File: src/rtl/fetch_unit.sv
// Instruction fetch stage: holds PC, fetches one word per step over req/ready, presents op/funct.
// Optional FETCH_STATS_EN adds fetch_count/stall_count outputs; default build omits them.
module fetch_unit #(
  parameter logic [31:0] RESET_PC = 32'h0000_0000
) (
  input  logic        clk,
  input  logic        reset,
  input  logic        pcsrc,
  input  logic        jump,
  input  logic        retire,
  output logic        imem_req,
  output logic [31:0] imem_addr,
  input  logic        imem_ready,
  input  logic [31:0] imem_rdata,
  output logic [31:0] instr,
  output logic [5:0]  op,
  output logic [5:0]  funct,
  output logic [31:0] pc,
  output logic [31:0] pcplus4,
  output logic        instr_valid
`ifdef FETCH_STATS_EN
  ,
  output logic [31:0] fetch_count,
  output logic [31:0] stall_count
`endif
);

  typedef enum logic [1:0] {IDLE, FETCH, HOLD} state_t;

  state_t      state_q, state_d;
  logic [31:0] pc_q, pc_d;
  logic [31:0] instr_q, instr_d;
  logic [31:0] pcplus4_w;
  logic [31:0] branch_off;
  logic [31:0] next_pc;

  assign pcplus4_w  = pc_q + 32'd4;
  assign branch_off = {{14{instr_q[15]}}, instr_q[15:0], 2'b00};

  // Jump outranks branch; all arithmetic wraps at 32 bits.
  always_comb begin
    next_pc = pcplus4_w;
    if (jump) begin
      next_pc = {pcplus4_w[31:28], instr_q[25:0], 2'b00};
    end else if (pcsrc) begin
      next_pc = pcplus4_w + branch_off;
    end
  end

  always_comb begin
    state_d = state_q;
    pc_d    = pc_q;
    instr_d = instr_q;
    case (state_q)
      IDLE: state_d = FETCH;
      FETCH: begin
        if (imem_ready) begin
          instr_d = imem_rdata;
          state_d = HOLD;
        end
      end
      HOLD: begin
        if (retire) begin
          pc_d    = next_pc;
          state_d = FETCH;
        end
      end
      default: state_d = IDLE;
    endcase
  end

  always_ff @(posedge clk or posedge reset) begin
    if (reset) begin
      state_q <= IDLE;
      pc_q    <= RESET_PC;
      instr_q <= 32'd0;
    end else begin
      state_q <= state_d;
      pc_q    <= pc_d;
      instr_q <= instr_d;
    end
  end

  // Outputs decode straight from registers, so reset drops imem_req without a clock.
  assign imem_req    = (state_q == FETCH);
  assign imem_addr   = pc_q;
  assign pc          = pc_q;
  assign pcplus4     = pcplus4_w;
  assign instr       = instr_q;
  assign op          = instr_q[31:26];
  assign funct       = instr_q[5:0];
  assign instr_valid = (state_q == HOLD);

`ifdef FETCH_STATS_EN
  logic [31:0] fetch_cnt_q;
  logic [31:0] stall_cnt_q;

  always_ff @(posedge clk or posedge reset) begin
    if (reset) begin
      fetch_cnt_q <= 32'd0;
      stall_cnt_q <= 32'd0;
    end else if (state_q == FETCH) begin
      if (imem_ready) fetch_cnt_q <= fetch_cnt_q + 32'd1;
      else            stall_cnt_q <= stall_cnt_q + 32'd1;
    end
  end

  assign fetch_count = fetch_cnt_q;
  assign stall_count = stall_cnt_q;
`endif

endmodule

File: config.mk
export PLATFORM = sky130hd
export DESIGN_NAME = fetch_unit
export DESIGN_NICKNAME = d
export VERILOG_FILES = /design/src/rtl/fetch_unit.sv
export SDC_FILE = /design/constraint.sdc
export NUM_CORES = 1
export LEC_CHECK = 0
export ABC_AREA = 1
export CELL_PAD_IN_SITES_DETAIL_PLACEMENT = 1
export CELL_PAD_IN_SITES_GLOBAL_PLACEMENT = 2
export CORE_MARGIN = 4
export CORE_UTILIZATION = 23
export DETAILED_ROUTE_END_ITERATION = 7
export PLACE_DENSITY_LB_ADDON = 0.05
export SETUP_SLACK_MARGIN = 0.05
export SLEW_MARGIN = 20
export SYNTH_ARGS = -nofsm -noshare
export SYNTH_HDL_FRONTEND = slang
export SYNTH_SLANG_ARGS = --single-unit
export TNS_END_PERCENT = 5
File: constraint.sdc
create_clock -name clk -period 2.8 [get_ports clk]
set_input_delay 0.84 -clock clk [delete_from_list [all_inputs] [get_ports clk]]
set_output_delay 0.84 -clock clk [all_outputs]
set_load 0.005 [all_outputs]
# [Word-level counts from Yosys, hierarchy flattened]
# Index checks and enable logic that the tools add are counted.
[classes] shifts=0 mul=0 div=0 n_eq_ne=4 add_sub_neg=2 bitwise_logic=0 muxes=5 order_cmp=0 reduce_logical=4
[ops] op="2-to-1 mux 32 bit" n=2
[ops] op="adder 32 x 3 -> 32 bit (second input constant)" n=1
[ops] op="adder 32 bit" n=1
[ops] op="one-hot mux 2 bit (3 select lines)" n=1
[ops] op="AND reduction 2 bit" n=3
[ops] op="2-to-1 mux 2 bit" n=2
[ops] op="equality test 2 x 1 -> 1 bit (second input constant)" n=1
[ops] op="equality test 2 bit (second input constant)" n=1
[ops] op="logical NOT 2 bit" n=1
[ops] op="inequality test 2 x 1 -> 1 bit (second input constant)" n=1
[ops] op="inequality test 2 bit (second input constant)" n=1
[word_totals] inputBits=38 elab_cells=18 memories=0 out_inout_bits=142 romBits=0 ramBits=0 reg_bits=66 latch_bits=0

# [Logic depth before layout (Yosys ltp)]
# Gate-level depths: netlist of run 1.
[depth] word_depth=4 depth_mapped=23 mapped_depth_nobuf=23

# [Worst setup path before layout of run 1]
# Ideal clock, no wire load.
[synth_path] path_kind="flip-flop to flip-flop" start="reg pc_q[2], in the netlist imem_addr[2]" end="reg pc_q[28], in the netlist imem_addr[28]" stages_incl_launch_ff=20 arrival_time_ps=2680 path_slack_ps=4 setup_ps=116 n_path_buf=0 synth_period_minus_slack_ps=2796 required_ps=2684 path_cell_list="dfrtp_1 ha_1 nand2_1 nor2_2 nand2_1 nor2_1 nand3_1 nand2_1 inv_1 ha_1 nand2_1 inv_1 a21oi_1 nor2_1 o21ai_0 nand3_1 nand2_1 nand3_1 nand2_1 nand2_1"
[synth_between] elab_chain_cells=4
[synth_lines] element="start: declaration" line="31" rtl="logic [31:0] pc_q, pc_d;"
[synth_lines] element="start signal: assignment" line="79" rtl="pc_q <= pc_d;"
[synth_lines] element="adder 32 x 3 -> 32 bit" line="37" rtl="assign pcplus4_w = pc_q + 32'd4;"
[synth_lines] element="via pcplus4[14]" line="19" rtl="output logic [31:0] pcplus4,"
[synth_lines] element="adder 32 bit" line="46" rtl="next_pc = pcplus4_w + branch_off;"
[synth_lines] element="2-to-1 mux 32 bit" line="45" rtl="end else if (pcsrc) begin"
[synth_lines] element="2-to-1 mux 32 bit" line="43" rtl="if (jump) begin"
# The timed path passes the listed nets, and every way through them passes these cells.
# A chain may end at the register's enable or synchronous reset.

# [Final worst setup path of run 1]
[layout_path] start="reg pc_q[7], in the netlist imem_addr[7]" end="out pcplus4[15]"
[layout_between] elab_chain_cells=1
[layout_lines] element="adder 32 x 3 -> 32 bit" line="37"
[layout_lines] element="end: declaration" line="19"
# Every way passes these cells.

==> results of run 1 <==
## logic make-up after synthesis
family                   after synthesis
AND/OR/NAND/NOR                      509
buffers and inverters                234
AO/OA/AOI/OAI                        124
flip-flops                            64
adder cells (fa/ha/maj)               37
multiplexers                          29
XOR/XNOR                              19
other                                  1
## synth_stat cells (all sizes together) (5+ instances only)
cell type,number
nand2,331
inv,168
nor2,83
dfrtp,64
a21oi,63
nand3,60
buf,53
ha,36
o21ai,30
mux2,29
xor2,16
a21boi,13
clkbuf,12
nand4,11
nor3,9
nand3b,7
o211ai,5
or2,5
## per-stage QoR
step / TNS [ps] / setup WS [ps] / utilization
after floorplan: 0 / 41.4 / -
after global placement: -8070 / -496 / 0.356
after detailed placement: -7880 / -472 / 0.356
after CTS: -2170 / -140 / 0.412
after global routing: -5590 / -223 / 0.443
final: -1110 / -112 / 0.443
## sequential cells by signal, summed over array words and instances, names as in the netlist
name,cells
imem_addr,30
state_q,2
instr,32
## routing by layer
metal | part of all wire | global-route usage
met5 | 0 | 0
met4 | 0.0091 | 0.0260
met3 | 0.025 | 0.0231
met2 | 0.52 | 0.388
met1 | 0.45 | 0.281
## how the worst min path moves through the flow
stage	from	to	slack [ps]	cells past startpoint
floorplan	state_q[0]$_DFFE_PP0P_	state_q[0]$_DFFE_PP0P_	480	1
global placement	state_q[0]$_DFFE_PP0P_	state_q[0]$_DFFE_PP0P_	500	1
detailed placement	instr[17]$_DFFE_PP0P_	instr[17]$_DFFE_PP0P_	520	1
CTS	state_q[0]$_DFFE_PP0P_	state_q[0]$_DFFE_PP0P_	540	1
global route	instr[18]$_DFFE_PP0P_	instr[18]$_DFFE_PP0P_	560	1
finish	state_q[0]$_DFFE_PP0P_	state_q[0]$_DFFE_PP0P_	530	1
## final cells by class
type,count,area [um^2]
repair buffers,452,3920
clock inverters,7,103
well taps,378,473
multi-input cells,724,5320
fillers,3431,15500
clock buffers,9,225
flip-flops and latches,64,1610
inverters,169,648
## power groups by stage
| stage | clock (W) | combinational, W | sequential, W |
|---|---|---|---|
| floorplan | 0 | 0.00521 | 0.00192 |
| global placement | 0 | 0.0117 | 0.00187 |
| detailed placement | 0 | 0.0117 | 0.00187 |
| CTS | 0.00135 | 0.0134 | 0.00190 |
| global route | 0.00139 | 0.0162 | 0.00202 |
| finish | 0.00134 | 0.0148 | 0.00195 |
## repair_timing
action,CTS,global route
hold buffers,0,0
endpoints found under the hold margin,0,0
pin swaps,70,120
setup buffers,48,19
setup endpoints to repair,53,52
resized for setup,301,214
==> impl_metrics.py, run 1 <==
metrics = {
    "synth": {
        "synth_xor_area_frac": 0.0256,
        "synth-compound-area-share": 0.108,
        "yosysTopAreaCellShare": 0.247,
        "synth_fa_ha_area_frac": 0.0725,
        "synthMuxAreaShare": 0.0503,
        "ys_ff_latch": 64,
        "yosysSeqAreaShare": 0.247,
        "ys_async_sr_fraction": 1.00,
        "avgSynthCellArea_um2": 6.38,
        "synth-edff-count": 0,
        "synth-main-ff-cell": "dfrtp_1",
        "synth_area_leaders": "dfrtp_1, nand2_1, inv_1, ha_1, buf_4",
        "synth_cell_types": 42,
        "synth_warnings": 0,
        "synth_top_family_by_area": "simple AND/OR/NAND/NOR gates",
        "syn_area_um2": 6490,
        "synthSimpleGateAreaFrac": 0.327,
        "syn_inst": 1017,
        "synth_area_leader_cell": "dfrtp_1",
    },
    "detailed_routing": {
        "wl_per_cell_um": 18.6,
        "wl_um": 33500,
        "antenna_left": 0,
        "viasPerCell": 4.44,
        "first_iter_violations": 247,
        "vias": 7997,
        "route.detailed.drc": 0,
        "first_pass_iters": 4,
    },
    "setup_path": {
        "critPathLaunchType": "flop",
        "reg2reg_slack_ps": -50,
        "cp.depth": 9,
        "rr_worst_depth": 20,
        "setup.worst_path.end": "pcplus4[15]",
        "crit_type": "reg2out",
        "endpoint_kind": "output port",
        "slowest_stage": "dfrtp_1",
        "path_buf_inv": 4,
        "r2r-start": "imem_addr[7]$_DFFE_PP0P_",
        "cp_max_fo": 5,
        "critPathLaunch": "imem_addr[7]$_DFFE_PP0P_",
        "critPathTopFamily": "buffers and inverters",
        "crit_path_cell_trace": "nand2_2 -> nor2_4 -> nand2_2 -> buf_6 -> nor2_4 -> xnor2_2 -> inv_2 -> buf_6 -> dlygate4sd2_1",
        "r2r-end": "imem_addr[25]$_DFFE_PP0P_",
        "cpPeakStageDelay_ps": 400,
        "cp.required_ps": 1960,
        "cp_data_arrival_time_ps": 2070,
    },
    "floorplan": {
        "io_pins": 180,
        "num_rows": 61,
        "start_util": 0.234,
        "die_h_um": 176,
        "die_w_um": 176,
        "die_area_um2": 31000,
        "core_area_um2": 27800,
    },
    "final_layout": {
        "num-nets-final": 1495,
        "n_antenna_cell": 0,
        "design_area_um2": 12300,
        "most-common-layout-cells": "buf_4, nand2_1, clkdlybuf4s50_1, inv_1, nand2_2",
        "drive_gt1_frac": 0.475,
        "syn_to_final_growth_pct": 89.6,
        "final_common_cell": "buf_4",
        "final_cells": 1803,
    },
    "worst_hold_path": {
        "hold_path_class": "reg2reg",
    },
    "global_route": {
        "grt_pass1_wl_um": 50500,
        "grt_max_degree": 46,
        "first_global_vias": 8630,
        "antenna_found_initial": 0,
        "overflow": 0,
        "track_usage": 0.213,
    },
    "timing": {
        "hold_ws_ps": 531,
        "hold_violations": 0,
        "finalCritPeriodShare": 1.04,
        "finClkSkew_ps": 13.1,
        "fin_ws_ps": -112,
        "slew_violations": 0,
        "min_period_ps": 2910,
        "max_freq_mhz": 343,
        "rsz0062_at_grt": "yes",
        "setup_viol": 19,
    },
    "power_and_ir_drop": {
        "share_seq_of_total_power": 0.108,
        "swShare": 0.468,
        "p_int_w": 0.00960,
        "pwr-share-clk": 0.074,
        "combPwrFrac": 0.818,
        "peakVddDrop_v": 0.000613,
        "p_switching_w": 0.00846,
        "total_power_w": 0.0181,
        "p_per_area_nw_per_um2": 1470,
        "leakage_nw": 5.98,
    },
    "run_status": {
        "violations": "negative setup slack",
        "status": "complete, but fails checks",
    },
    "placed_design": {
        "gp_congestion": 0.827,
        "place_area_um2": 9890,
        "dp.cells": 1721,
        "dpl.hpwl_um": 26800,
        "port_buffers": 173,
    },
    "cts": {
        "clockBufferDepth": 2,
        "cts-root-buf": "clkbuf_16",
        "clk_pin_slew_worst_paths_ps": 70,
        "cts_max_level": 3,
        "cts_made_buffers": 9,
        "clock_sinks": 64,
        "clk_latency_ps": 360,
        "cts_tree": "built",
    },
    "job": {
        "maxCapViolations": 0,
    },
}
Power figures use the tool's default switching activity.
==> run 2, diff against run 1 <==
Settings changed: SKIP_CTS_REPAIR_TIMING set to 1.
==> run 2 against run 1 <==
  * The run still ends with negative setup slack left
  * Clock skew increased by 1.6 ps
  * Largest power group unchanged
  * Total power fell by 7.6%
  * Non-clock buffer count fell by 32
  * Flip-flop and latch count did not move
==> impl_metrics.py, run 2 (synthesized netlist as in run 1, its figures left out) <==
metrics = {
    "floorplan": {
        "die_area_um2": 31000,
        "core_area_um2": 27800,
        "die_h_um": 176,
        "start_util": 0.234,
        "die_w_um": 176,
        "num_rows": 61,
        "io_pins": 180,
    },
    "timing": {
        "finalCritPeriodShare": 1.09,
        "fin_setup_tns_ps": -2480,
        "finClkSkew_ps": 14.7,
        "setup_viol": 30,
        "max_freq_mhz": 328,
        "min_period_ps": 3050,
        "slew_violations": 0,
        "rsz0062_at_grt": "yes",
        "hold_violations": 0,
        "fin_ws_ps": -246,
    },
    "global_route": {
        "first_global_vias": 8178,
        "overflow": 0,
        "grt_max_degree": 46,
        "track_usage": 0.206,
        "grt_pass1_wl_um": 48700,
        "antenna_found_initial": 0,
    },
    "final_layout": {
        "design_area_um2": 11600,
        "fill_cells": 3476,
        "final_cells": 1773,
        "drive_gt1_frac": 0.380,
        "area.sequential_um2": 1610,
        "largest_reg_flops": 32,
        "num-nets-final": 1463,
        "final_common_cell": "nand2_1",
        "multi_input_area_um2": 4770,
        "syn_to_final_growth_pct": 78.1,
        "most-common-layout-cells": "nand2_1, buf_4, clkdlybuf4s50_1, inv_1, nand2_2",
        "final_util": 0.416,
    },
    "detailed_routing": {
        "wl_um": 32700,
        "first_iter_violations": 271,
        "first_pass_iters": 4,
        "vias": 7813,
        "wl_met3_um": 1070,
        "met2WireLength_um": 16500,
        "wl_per_cell_um": 18.5,
        "route.detailed.drc": 0,
        "top_layer": "met4",
        "viasPerCell": 4.41,
        "antenna_left": 0,
        "wl_met1_um": 15000,
    },
    "setup_path": {
        "critPathTopFamily": "buffers and inverters",
        "r2r-end": "imem_addr[21]$_DFFE_PP0P_",
        "slowest_stage": "clkdlybuf4s50_1",
        "rr_worst_depth": 19,
        "cpPeakStageDelay_ps": 500,
        "crit_type": "reg2out",
        "path_buf_inv": 5,
        "cp_data_arrival_time_ps": 2210,
        "cp_max_fo": 3,
        "crit_path_cell_trace": "ha_4 -> nand2_4 -> nor2_4 -> inv_2 -> buf_4 -> nand2_1 -> nand2_2 -> inv_2 -> buf_4 -> clkdlybuf4s50_1",
        "endpoint_kind": "output port",
        "critPathLaunchType": "flop",
        "cp.required_ps": 1960,
        "r2r-start": "imem_addr[9]$_DFFE_PP0P_",
        "reg2reg_slack_ps": -130,
    },
    "cts": {
        "clockBufferDepth": 2,
        "clock_sinks": 64,
        "cts_made_buffers": 9,
        "clk_pin_slew_worst_paths_ps": 70,
        "cts-root-buf": "clkbuf_16",
        "cts_max_level": 3,
        "clk_latency_ps": 350,
        "cts_tree": "built",
    },
    "placed_design": {
        "dpl.hpwl_um": 26800,
        "place_area_um2": 9890,
        "gp_congestion": 0.827,
        "port_buffers": 173,
        "dp.cells": 1721,
    },
    "run_status": {
        "status": "complete, but fails checks",
        "violations": "negative setup slack",
    },
    "worst_hold_path": {
        "hold_end": "state_q[0]$_DFFE_PP0P_",
        "hold_path_class": "reg2reg",
        "worstHoldPathCells": 1,
        "worstHoldStart": "state_q[0]$_DFFE_PP0P_",
    },
    "power_and_ir_drop": {
        "leakage_nw": 5.78,
        "p_per_area_nw_per_um2": 1440,
        "peakVddDrop_v": 0.000619,
        "total_power_w": 0.0167,
    },
    "job": {
        "maxCapViolations": 0,
    },
}
[run 2: worst register-to-register path, cell delays in order, from the launching register on]
cell and delay (ps):
dfrtp_1 450, nand2_4 110, nor2_4 200, buf_4 140
nand4_1 100, nor2_1 150, nand3_1 100, nand2_2 160
inv_4 70, ha_1 340, nand2_4 100, nor2_4 110
inv_1 80, nor2_4 110, nand3b_1 130, nand3_1 110
nand2_1 50, nand3_1 100, nand2_1 80, a21boi_0 160
[run 2: power breakdown]
part | switching [W] | total (W) | internal (W)
Clock | 0.000541 | 0.00133 | 0.000791
Combinational | 0.00669 | 0.0134 | 0.00672
Sequential | 0.000553 | 0.00194 | 0.00139
[run 2: stage by stage]
step	setup WS, ps	hold WS [ps]
final	-246	531
after floorplan	41.4	482
after CTS	-636	537
after global routing	-346	563
after global placement	-496	503
after detailed placement	-472	524
[run 2: final cells by class]
| type | count | area share |
|---|---|---|
| Antenna cell | 2 | 0.000433 |
| Timing Repair Buffer | 420 | 0.322 |
| Multi-Input combinational cell | 724 | 0.413 |
| Inverter | 169 | 0.0559 |
| Sequential cell | 64 | 0.139 |
| Clock buffer | 9 | 0.0195 |
| Clock inverter | 7 | 0.00888 |
| Tap cell | 378 | 0.0409 |
[run 2: worst max-delay path by stage]
stage | startpoint | endpoint | slack (ps) | depth (start not counted)
CTS | imem_addr[20]$_DFFE_PP0P_ | pcplus4[30] | -640 | 9
detailed placement | imem_addr[20]$_DFFE_PP0P_ | imem_addr[24]$_DFFE_PP0P_ | -470 | 18
global route | imem_addr[3]$_DFFE_PP0P_ | imem_addr[26]$_DFFE_PP0P_ | -350 | 21
finish | imem_addr[3]$_DFFE_PP0P_ | pcplus4[6] | -250 | 10
global placement | imem_addr[20]$_DFFE_PP0P_ | imem_addr[24]$_DFFE_PP0P_ | -500 | 18
floorplan | imem_addr[2]$_DFFE_PP0P_ | imem_addr[21]$_DFFE_PP0P_ | 40 | 19
[run 2: metal layers]
layer	track usage	vias to the layer above
met2	0.367	133
met5	0	-
met1	0.278	3777
met4	0.0234	0
met3	0.0236	10
li1	-	3893
==> run 3, diff against run 2 <==
Settings changed: CTS_BUF_LIST set to sky130_fd_sc_hd__clkbuf_4 sky130_fd_sc_hd__clkbuf_8 sky130_fd_sc_hd__clkbuf_16.
==> results of run 3 <==
The final DEF is identical to that of run 2; final timing and power are the same.
